### src/rtl/bus_pkg.sv
// Shared definitions for the serial system bus arbiter and its helpers.
package bus_pkg;

  localparam logic ARB_RR    = 1'b0;
  localparam logic ARB_FIXED = 1'b1;

  localparam logic IDLE_ENC  = 1'b0;
  localparam logic GRANT_ENC = 1'b1;

  typedef enum logic {
    IDLE  = IDLE_ENC,
    GRANT = GRANT_ENC
  } arb_state_t;

  function automatic int clog2(input int value);
    int result = 0;
    for (int i = 0; i < 31; i++) begin
      if ((1 << i) < value) result = i + 1;
    end
    return result;
  endfunction

  // Index width that never collapses to zero bits.
  function automatic int idx_width(input int n);
    return (n > 1) ? clog2(n) : 1;
  endfunction

endpackage

### src/rtl/bus_arbiter_rr_if.sv
// Request/grant bundle between the bus masters, the slaves' ready lines and the arbiter.
interface bus_arbiter_rr_if
  import bus_pkg::*;
#(
  parameter int NUM_MASTERS = 4,
  parameter int NUM_SLAVES  = 3
);
  localparam int MSEL_WIDTH = idx_width(NUM_MASTERS);

  logic [NUM_MASTERS-1:0] breq;
  logic [NUM_SLAVES-1:0]  sready;
  logic [NUM_MASTERS-1:0] bgrant;
  logic [MSEL_WIDTH-1:0]  msel;
  logic                   bus_busy;
  logic                   timeout;

  // master: the requesting side; slave: the arbiter serving those requests.
  modport master (output breq, output sready,
                  input bgrant, input msel, input bus_busy, input timeout);
  modport slave  (input breq, input sready,
                  output bgrant, output msel, output bus_busy, output timeout);

endinterface

### src/rtl/rr_priority_picker.sv
// Combinational winner selection: round-robin after a last pointer, or lowest index first.
module rr_priority_picker
  import bus_pkg::*;
#(
  parameter int NUM_REQ = 4,
  parameter int IDX_W   = idx_width(NUM_REQ)
) (
  input  logic [NUM_REQ-1:0] i_req,
  input  logic [IDX_W-1:0]   i_last,
  input  logic               i_mode,
  output logic               o_valid,
  output logic [IDX_W-1:0]   o_idx
);

  logic w_found;

  always_comb begin
    o_valid = |i_req;
    o_idx   = '0;
    w_found = 1'b0;
    if (i_mode == ARB_FIXED) begin
      for (int i = NUM_REQ - 1; i >= 0; i--) begin
        if (i_req[i]) o_idx = IDX_W'(i);
      end
    end else begin
      for (int k = 1; k <= NUM_REQ; k++) begin
        automatic int j = (int'(i_last) + k) % NUM_REQ;
        if (!w_found && i_req[j]) begin
          o_idx   = IDX_W'(j);
          w_found = 1'b1;
        end
      end
    end
  end

endmodule

### src/rtl/bus_arbiter_rr.sv
// N-master bus arbiter with round-robin/fixed priority, all-slaves-ready gating
// and a maximum-tenure timeout that only preempts when the bus is quiet.
module bus_arbiter_rr
  import bus_pkg::*;
#(
  parameter int NUM_MASTERS    = 4,
  parameter int NUM_SLAVES     = 3,
  parameter int ARB_MODE       = 0,
  parameter int TIMEOUT_CYCLES = 16
) (
  input logic             clk,
  input logic             rstn,
  bus_arbiter_rr_if.slave bus
);

  localparam int MSEL_WIDTH = idx_width(NUM_MASTERS);
  localparam int TEN_WIDTH  = idx_width(TIMEOUT_CYCLES);
  localparam bit TMO_EN     = (TIMEOUT_CYCLES > 0);
  localparam logic [TEN_WIDTH-1:0]  TEN_LAST =
    TEN_WIDTH'((TIMEOUT_CYCLES > 0) ? TIMEOUT_CYCLES - 1 : 0);
  localparam logic [MSEL_WIDTH-1:0] LAST_RST  = MSEL_WIDTH'(NUM_MASTERS - 1);
  localparam logic                  PICK_MODE = (ARB_MODE == 0) ? ARB_RR : ARB_FIXED;

  arb_state_t             r_state;
  logic [NUM_MASTERS-1:0] r_bgrant;
  logic [MSEL_WIDTH-1:0]  r_msel;
  logic [MSEL_WIDTH-1:0]  r_last;
  logic                   r_busy;
  logic                   r_timeout;
  logic [TEN_WIDTH-1:0]   r_tenure;

  logic                   w_all_ready;
  logic                   w_pick_valid;
  logic [MSEL_WIDTH-1:0]  w_pick_idx;
  logic [NUM_MASTERS-1:0] w_pick_onehot;
  logic                   w_owner_req;
  logic                   w_tmo_hit;

  rr_priority_picker #(
    .NUM_REQ (NUM_MASTERS),
    .IDX_W   (MSEL_WIDTH)
  ) u_picker (
    .i_req   (bus.breq),
    .i_last  (r_last),
    .i_mode  (PICK_MODE),
    .o_valid (w_pick_valid),
    .o_idx   (w_pick_idx)
  );

  assign w_all_ready   = &bus.sready;
  assign w_pick_onehot = NUM_MASTERS'(1) << w_pick_idx;
  assign w_owner_req   = |(bus.breq & r_bgrant);
  assign w_tmo_hit     = TMO_EN && (r_tenure == TEN_LAST);

  always_ff @(posedge clk or negedge rstn) begin
    if (!rstn) begin
      r_state   <= IDLE;
      r_bgrant  <= '0;
      r_msel    <= '0;
      r_last    <= LAST_RST;
      r_busy    <= 1'b0;
      r_timeout <= 1'b0;
      r_tenure  <= '0;
    end else begin
      r_timeout <= 1'b0;
      case (r_state)
        IDLE: begin
          if (w_pick_valid && w_all_ready) begin
            r_bgrant <= w_pick_onehot;
            r_msel   <= w_pick_idx;
            r_busy   <= 1'b1;
            r_tenure <= '0;
            r_state  <= GRANT;
          end
        end
        GRANT: begin
          // Release always lands in IDLE, which enforces the turnaround cycle.
          if (!w_owner_req || (w_tmo_hit && w_all_ready)) begin
            r_bgrant  <= '0;
            r_busy    <= 1'b0;
            r_last    <= r_msel;
            r_tenure  <= '0;
            r_timeout <= w_owner_req;
            r_state   <= IDLE;
          end else if (r_tenure != TEN_LAST) begin
            r_tenure <= r_tenure + 1'b1;
          end
        end
        default: r_state <= IDLE;
      endcase
    end
  end

  assign bus.bgrant   = r_bgrant;
  assign bus.msel     = r_msel;
  assign bus.bus_busy = r_busy;
  assign bus.timeout  = r_timeout;

endmodule

### src/flat_wrapper.sv
// flat-port wrapper written by rule: the top's interface ports become plain ports
module bus_arbiter_rr_flat import bus_pkg::*;
#(
  parameter int NUM_MASTERS    = 4,
  parameter int NUM_SLAVES     = 3,
  parameter int ARB_MODE       = 0,
  parameter int TIMEOUT_CYCLES = 16
)
  (clk, rstn, bus_breq, bus_sready, bus_bgrant, bus_msel, bus_bus_busy, bus_timeout);
  bus_arbiter_rr_if #(.NUM_MASTERS(NUM_MASTERS), .NUM_SLAVES(NUM_SLAVES)) bus_i ();
  input logic clk;
  input logic rstn;
  input wire logic [$bits(bus_i.breq)-1:0] bus_breq;
  input wire logic [$bits(bus_i.sready)-1:0] bus_sready;
  output wire logic [$bits(bus_i.bgrant)-1:0] bus_bgrant;
  output wire logic [$bits(bus_i.msel)-1:0] bus_msel;
  output wire logic [$bits(bus_i.bus_busy)-1:0] bus_bus_busy;
  output wire logic [$bits(bus_i.timeout)-1:0] bus_timeout;
  assign bus_i.breq = bus_breq;
  assign bus_i.sready = bus_sready;
  assign bus_bgrant = bus_i.bgrant;
  assign bus_msel = bus_i.msel;
  assign bus_bus_busy = bus_i.bus_busy;
  assign bus_timeout = bus_i.timeout;
  bus_arbiter_rr #(.NUM_MASTERS(NUM_MASTERS), .NUM_SLAVES(NUM_SLAVES), .ARB_MODE(ARB_MODE), .TIMEOUT_CYCLES(TIMEOUT_CYCLES)) u_core (.clk(clk), .rstn(rstn), .bus(bus_i));
endmodule
### config.mk
export PLATFORM = sky130hd
export DESIGN_NAME = bus_arbiter_rr_flat
export DESIGN_NICKNAME = d
export VERILOG_FILES = /design/src/rtl/bus_pkg.sv /design/src/rtl/bus_arbiter_rr_if.sv /design/src/rtl/rr_priority_picker.sv /design/src/rtl/bus_arbiter_rr.sv /design/src/flat_wrapper.sv
export SDC_FILE = /design/constraint.sdc
export NUM_CORES = 1
export LEC_CHECK = 0
export CORE_MARGIN = 2
export CORE_UTILIZATION = 30
export DETAILED_ROUTE_END_ITERATION = 6
export PLACE_DENSITY = 0.57
export SYNTH_ARGS = -nofsm -noshare
export SYNTH_HDL_FRONTEND = slang
export SYNTH_HIERARCHICAL = 1
export SYNTH_SLANG_ARGS = --single-unit
### constraint.sdc
create_clock -name clk -period 4.7 [get_ports clk]
set_clock_uncertainty 0.1 [all_clocks]
set_input_delay 0.705 -clock clk [delete_from_list [all_inputs] [get_ports clk]]
set_output_delay 0.705 -clock clk [all_outputs]
set_load 0.005 [all_outputs]
==> run metrics, run 1 <==
PortBufs=16; row cnt=19; postcts setup bufs=0; final core occ=0.395; HP Class=flop to flop; Post-DP HPWL=1.31 mm; Max VDD drop=0.190 mV; TritonRoute pass-1 iters=4; placed cell count=134; Req. time, crit path=4770 ps; pin count of the biggest net entering global routing=16; status=finished, final reports clean; leading register cell type out of synthesis=dfrtp_1; ratio of cells with drive above 1 in the final layout=0.140; drt first-iter violations=11; Setup TNS Final=0 ps; GRT overflow=0; Leak=0.000457 µW; Root Buffer=clkbuf_4; Nets=118; Longest Clk Path Bufs=2; Sink Count=15; RSZ-0062 raised after global routing=false; CTS clk-pin slew, worst paths=90 ps; fmax=446 MHz; Distinct cells, synth=30; CP startpoint kind=input pin; Worst EP arrival=2310 ps; vias=671; sequential share of the synthesized area=0.454; global-route wire length before repair=2.95 mm; fillers=269; register area=378 µm²; Final Non-Filler Cells=138; most common library cells after synthesis=dfrtp_1, nand2_1, inv_1, o21ai_0, nor2_1; area of the multi-input gates=427 µm²; TritonCTS Buffers=3; Syn Inst Count=86; fin crit share=0.477; cell taking the most area after synthesis=dfrtp_1; Tmin final=2240 ps; synth warn=6; fraction of registers with async set/reset=1.00; number of synthesized flops with an enable pin=0; Final Max Tran Viols=0; crit path kind=input pin to flop; most area-consuming cells after synthesis=dfrtp_1, dfstp_2, nand2_1, o21ai_0, o32ai_1; flops & latches, synth=15; Die W=56.7 µm; pwr dens=368 nW/µm²; # DRC=0; PostCTS Resize Cnt=0; setup violators final=0; endpoints failing hold=0; vias in the first global route=644; CTS tree=built; max capacitance violation total=0; die area=3210 µm²; GRT Total Usage=0.117; antenna viol nets, final=0; Die Ht=56.7 µm; mean post-synth cell area=9.67 µm²; Top Ports=17; Hold Buf Count CTS=0; antenna violations before repair=0; WL final=1.74 mm; post-synth top area share=0.391; area added between synthesis and finish=27.4%; Max FO, Critical Path=6; measured slew at the worst slew-check pin=647 ps; via-per-instance ratio=4.86; placer congestion estimate=0.776; Starting Density=0.310; Rel. slew slack=0.567; CP endpoint kind=flop; worst skew pair latency=280 ps; Wirelength per Cell=12.6 µm; antenna cells=0; core area=2690 µm²; H-Tree Level Count=1; Post-Syn Area=832 µm²
==> cell usage in the layout, fill, tap and decap left out, types with 2 or more instances in the layout <==
| cell | netlist | final |
|---|---|---|
| o32ai_1 | 4 | 4 |
| mux2i_1 | 2 | 2 |
| nand2_1 | 13 | 13 |
| o21ai_0 | 7 | 7 |
| nor2b_1 | 2 | 2 |
| inv_1 | 8 | 8 |
| conb_1 | 1 | 3 |
| mux2_4 | 2 | 2 |
| nor2_1 | 6 | 6 |
| clkbuf_4 | 0 | 3 |
| dfstp_2 | 2 | 2 |
| nand3_1 | 2 | 2 |
| a21oi_1 | 5 | 5 |
| clkdlybuf4s50_1 | 0 | 16 |
| nand4_1 | 2 | 2 |
| dfrtp_1 | 13 | 13 |
| a22oi_2 | 2 | 2 |
==> kinds of logic after synthesis <==
logic type               count (synthesis)  synth area share
buffers and inverters                    9            0.0421
adder cells (fa/ha/maj)                  1            0.0150
flip-flops                              15             0.454
AND/OR/NAND/NOR                         32             0.211
AO/OA/AOI/OAI                           24             0.214
multiplexers                             4            0.0602
other                                    1           0.00451
==> worst max-delay path: stages <==
cell             delay (ps)
clkdlybuf4s50_1         600
and2b_1                 190
a21oi_1                  60
o221ai_1                180
and2_1                  200
inv_1                    80
o32ai_1                 290
==> cell type report <==
type / count / share of cell area
Sequential cell: 15 / 0.357
Clock buffer: 4 / 0.0248
Tap cell: 31 / 0.0366
Multi-Input combinational cell: 64 / 0.403
Timing Repair Buffer: 16 / 0.151
Inverter: 8 / 0.0283
==> power breakdown <==
group / switching (µW) / internal (µW)
clock: 40.2 / 32.9
sequential: 30.5 / 164
combinational: 51.1 / 71.9
total: 122 / 268
==> per-stage QoR <==
stage                     setup WS (ps)  total power, µW  hold WS [ps]  cell area, µm²
after floorplan                    2950              260           309             840
after global placement             2210              320           400            1030
after detailed placement           2160              320           402            1030
after CTS                          2460              397           417            1060
after global routing               2340              418           451            1060
final                              2460              390           415            1060
==> state kept, by name, summed over array words and instances, names as in the netlist <==
register and count:
u_core/r_last 2, u_core/r_state 1, u_core/bus.bus_busy 1, u_core/bus.msel 2, u_core/bus.bgrant 4, u_core/bus.timeout 1, u_core/r_tenure 4
==> final timing paths <==
kind	from	to	slack [ps]	cells past startpoint
max	bus_breq[1]	u_core/bus.bgrant[1]	2460	7
min	u_core/r_tenure[0]	u_core/r_tenure[0]	410	1
max reg2reg	u_core/r_last[1]	u_core/bus.bgrant[3]	3020	6
min reg2reg	u_core/r_tenure[0]	u_core/r_tenure[0]	410	1
max in group asynchronous	rstn	u_core/r_tenure[1]	3370	1
min in group asynchronous	rstn	u_core/r_state	720	1
==> per-layer routing <==
layer | up-vias | wire length (µm) | track usage
met5 | - | 0 | 0
met3 | 2 | 106 | 0.0415
met2 | 20 | 812 | 0.186
met4 | 0 | 14 | 0.0306
met1 | 304 | 805 | 0.152
li1 | 345 | - | -
Note: power is estimated with default switching activity, not from simulation.
==> run 2: changes to the inputs <==
--- a/config.mk
+++ b/config.mk
@@ -8,7 +8,7 @@
 export CORE_MARGIN = 2
 export CORE_UTILIZATION = 30
 export DETAILED_ROUTE_END_ITERATION = 6
-export PLACE_DENSITY = 0.57
+export PLACE_DENSITY = 0.59
 export SYNTH_ARGS = -nofsm -noshare
 export SYNTH_HDL_FRONTEND = slang
 export SYNTH_HIERARCHICAL = 1
==> constraint.sdc (replaced) <==
create_clock -name clk -period 2 [get_ports clk]
set_clock_uncertainty 0.1 [all_clocks]
set_input_delay 0.3 -clock clk [delete_from_list [all_inputs] [get_ports clk]]
set_output_delay 0.3 -clock clk [all_outputs]
set_load 0.005 [all_outputs]
==> run 2 against run 1 <==
Effect of this change: worst setup slack worse by 2200 ps; die area unchanged; first-iteration DRC count up 82%; sequential power up 140%; combinational power up 140%; total power up 140%; hold slack worse by 190 ps; count of clock-buffer cells in the layout unchanged.
==> run metrics, run 2 (synthesized netlist as in run 1, its figures left out) <==
Leak=0.000471 µW (+3.2%); drt first-iter violations=20 (+9); Reg power frac=0.493 (-0.004); antenna violations before repair=0 (unchanged); ratio of cells with drive above 1 in the final layout=0.164 (+0.0234); # DRC=0 (unchanged); PortBufs=16 (unchanged); GRT Total Usage=0.116 (-0.00176); CP endpoint kind=flop; Sink Count=15 (unchanged); CP startpoint kind=input pin; antenna viol nets, final=0 (unchanged); Worst EP arrival=1860 ps (-450 ps); sw frac=0.311 (-0.00116); Final Max Tran Viols=0 (unchanged); Top Ports=17 (unchanged); PostCTS Resize Cnt=0 (unchanged); via-per-instance ratio=5.10 (+4.9%); row cnt=19 (unchanged); area added between synthesis and finish=30.1%; Tmin final=1770 ps; endpoints failing hold=0 (unchanged); Die W=56.7 µm (unchanged); Comb pwr share=0.321 (+0.006); RSZ-0062 raised after global routing=false; vias=719 (+7.2%); core area=2690 µm² (unchanged); Longest Clk Path Bufs=2 (unchanged); DP Area=1060 µm² (+2.2%); finished layout cell area=1080 µm² (+2.1%); Setup TNS Final=0 ps (unchanged); Rel. slew slack=0.618 (+0.0508); Die Ht=56.7 µm (unchanged); die area=3210 µm² (unchanged); CTS clk-pin slew, worst paths=90 ps (about the same); placed cell count=137 (+2.2%); fmax=564 MHz; Max FO, Critical Path=6 (unchanged); GRT overflow=0 (unchanged); Max VDD drop=0.399 mV (+110%); postcts setup bufs=0 (unchanged); CTS tree=built; Switch Pwr=287 µW (+140%); fillers=266 (-1.1%); Final Non-Filler Cells=141 (+2.2%); HP Class=input pin to asynchronous set/reset pin; Wirelength per Cell=12.4 µm (-1.8%); commonest non-fill, non-tap cell in the layout=clkdlybuf4s50_1; max capacitance violation total=0 (unchanged); cell internal pwr=637 µW (+140%); Post-DP HPWL=1.34 mm (+2.9%); final core occ=0.403 (+0.00838); crit path kind=input pin to flop; pwr dens=854 nW/µm² (+130%); placer congestion estimate=0.787 (+1.5%); Hold Buf Count CTS=0 (unchanged); clock share of power=0.186 (about the same); worst skew pair latency=280 ps (about the same); commonest cells after routing, fill and taps aside=clkdlybuf4s50_1, nand2_1, dfrtp_1; Root Buffer=clkbuf_4; pin count of the biggest net entering global routing=16 (unchanged); vias in the first global route=645 (+0.16%); H-Tree Level Count=1 (unchanged); measured slew at the worst slew-check pin=568 ps (-79.2 ps); WL final=1.75 mm (+0.35%); Nets=121 (+2.5%); Req. time, crit path=2080 ps (-2690 ps); TritonRoute pass-1 iters=4 (unchanged); global-route wire length before repair=2.86 mm (-2.8%); Tot Pwr=924 µW (+140%); setup violators final=0 (unchanged); fin crit share=0.887; status=finished, final reports clean; antenna cells=0 (unchanged); Starting Density=0.310 (unchanged); TritonCTS Buffers=3 (unchanged)
run 2: cell count changes in the layout (fill, tap and decap cells not counted):
cell / before / now
buf_4: 0 / 3
run 2: path summary, 6_finish.rpt:
check | from | end | slack [ps] | cells past startpoint
worst max-delay path | bus_breq[1] | u_core/bus.bgrant[1] | 230 | 7
worst min-delay path | rstn | u_core/bus.msel[0] | 220 | 2
worst max register to register | u_core/r_last[1] | u_core/bus.bgrant[2] | 330 | 6
worst min register to register | u_core/r_tenure[0] | u_core/r_tenure[0] | 410 | 1
max in group asynchronous | rstn | u_core/r_last[1] | 1340 | 2
min in group clk | u_core/r_tenure[0] | u_core/r_tenure[0] | 410 | 1
run 2: routing by layer:
layer / share of wire / track usage
met1: 0.46 / 0.141
met5: 0 / 0
met2: 0.48 / 0.193
met4: 0 / 0.0408
met3: 0.060 / 0.0346
run 2: power groups by stage:
stage          Combinational, µW  Sequential, µW  Clock [µW]
2_1_floorplan                163             449           0
3_3_place_gp                 294             460           0
3_5_place_dp                 298             464           0
4_1_cts                      300             458         178
5_1_grt                      328             468         188
6_report                     297             456         172
run 2: through the flow:
step	worst slack [ps]	hold WS, ps
after floorplan	525	-95.6
after global placement	-70.4	395
after detailed placement	-69.9	397
after CTS	223	223
after global routing	96.6	244
final	227	223
run 2: final cells by class:
class                           count  area [µm²]  share of cell area
Sequential cell                    15         378               0.349
Timing Repair Buffer               19         183               0.169
Tap cell                           31        38.8              0.0358
Multi-Input combinational cell     64         427               0.394
Inverter                            8        30.0              0.0277
Clock buffer                        4        26.3              0.0243
run 2: critical path, cell delays in order:
cell and delay [ps]:
clkdlybuf4s50_1 580, and2b_1 200, a21oi_1 50, o221ai_1 170, and2_1 200, inv_1 100
o32ai_1 260
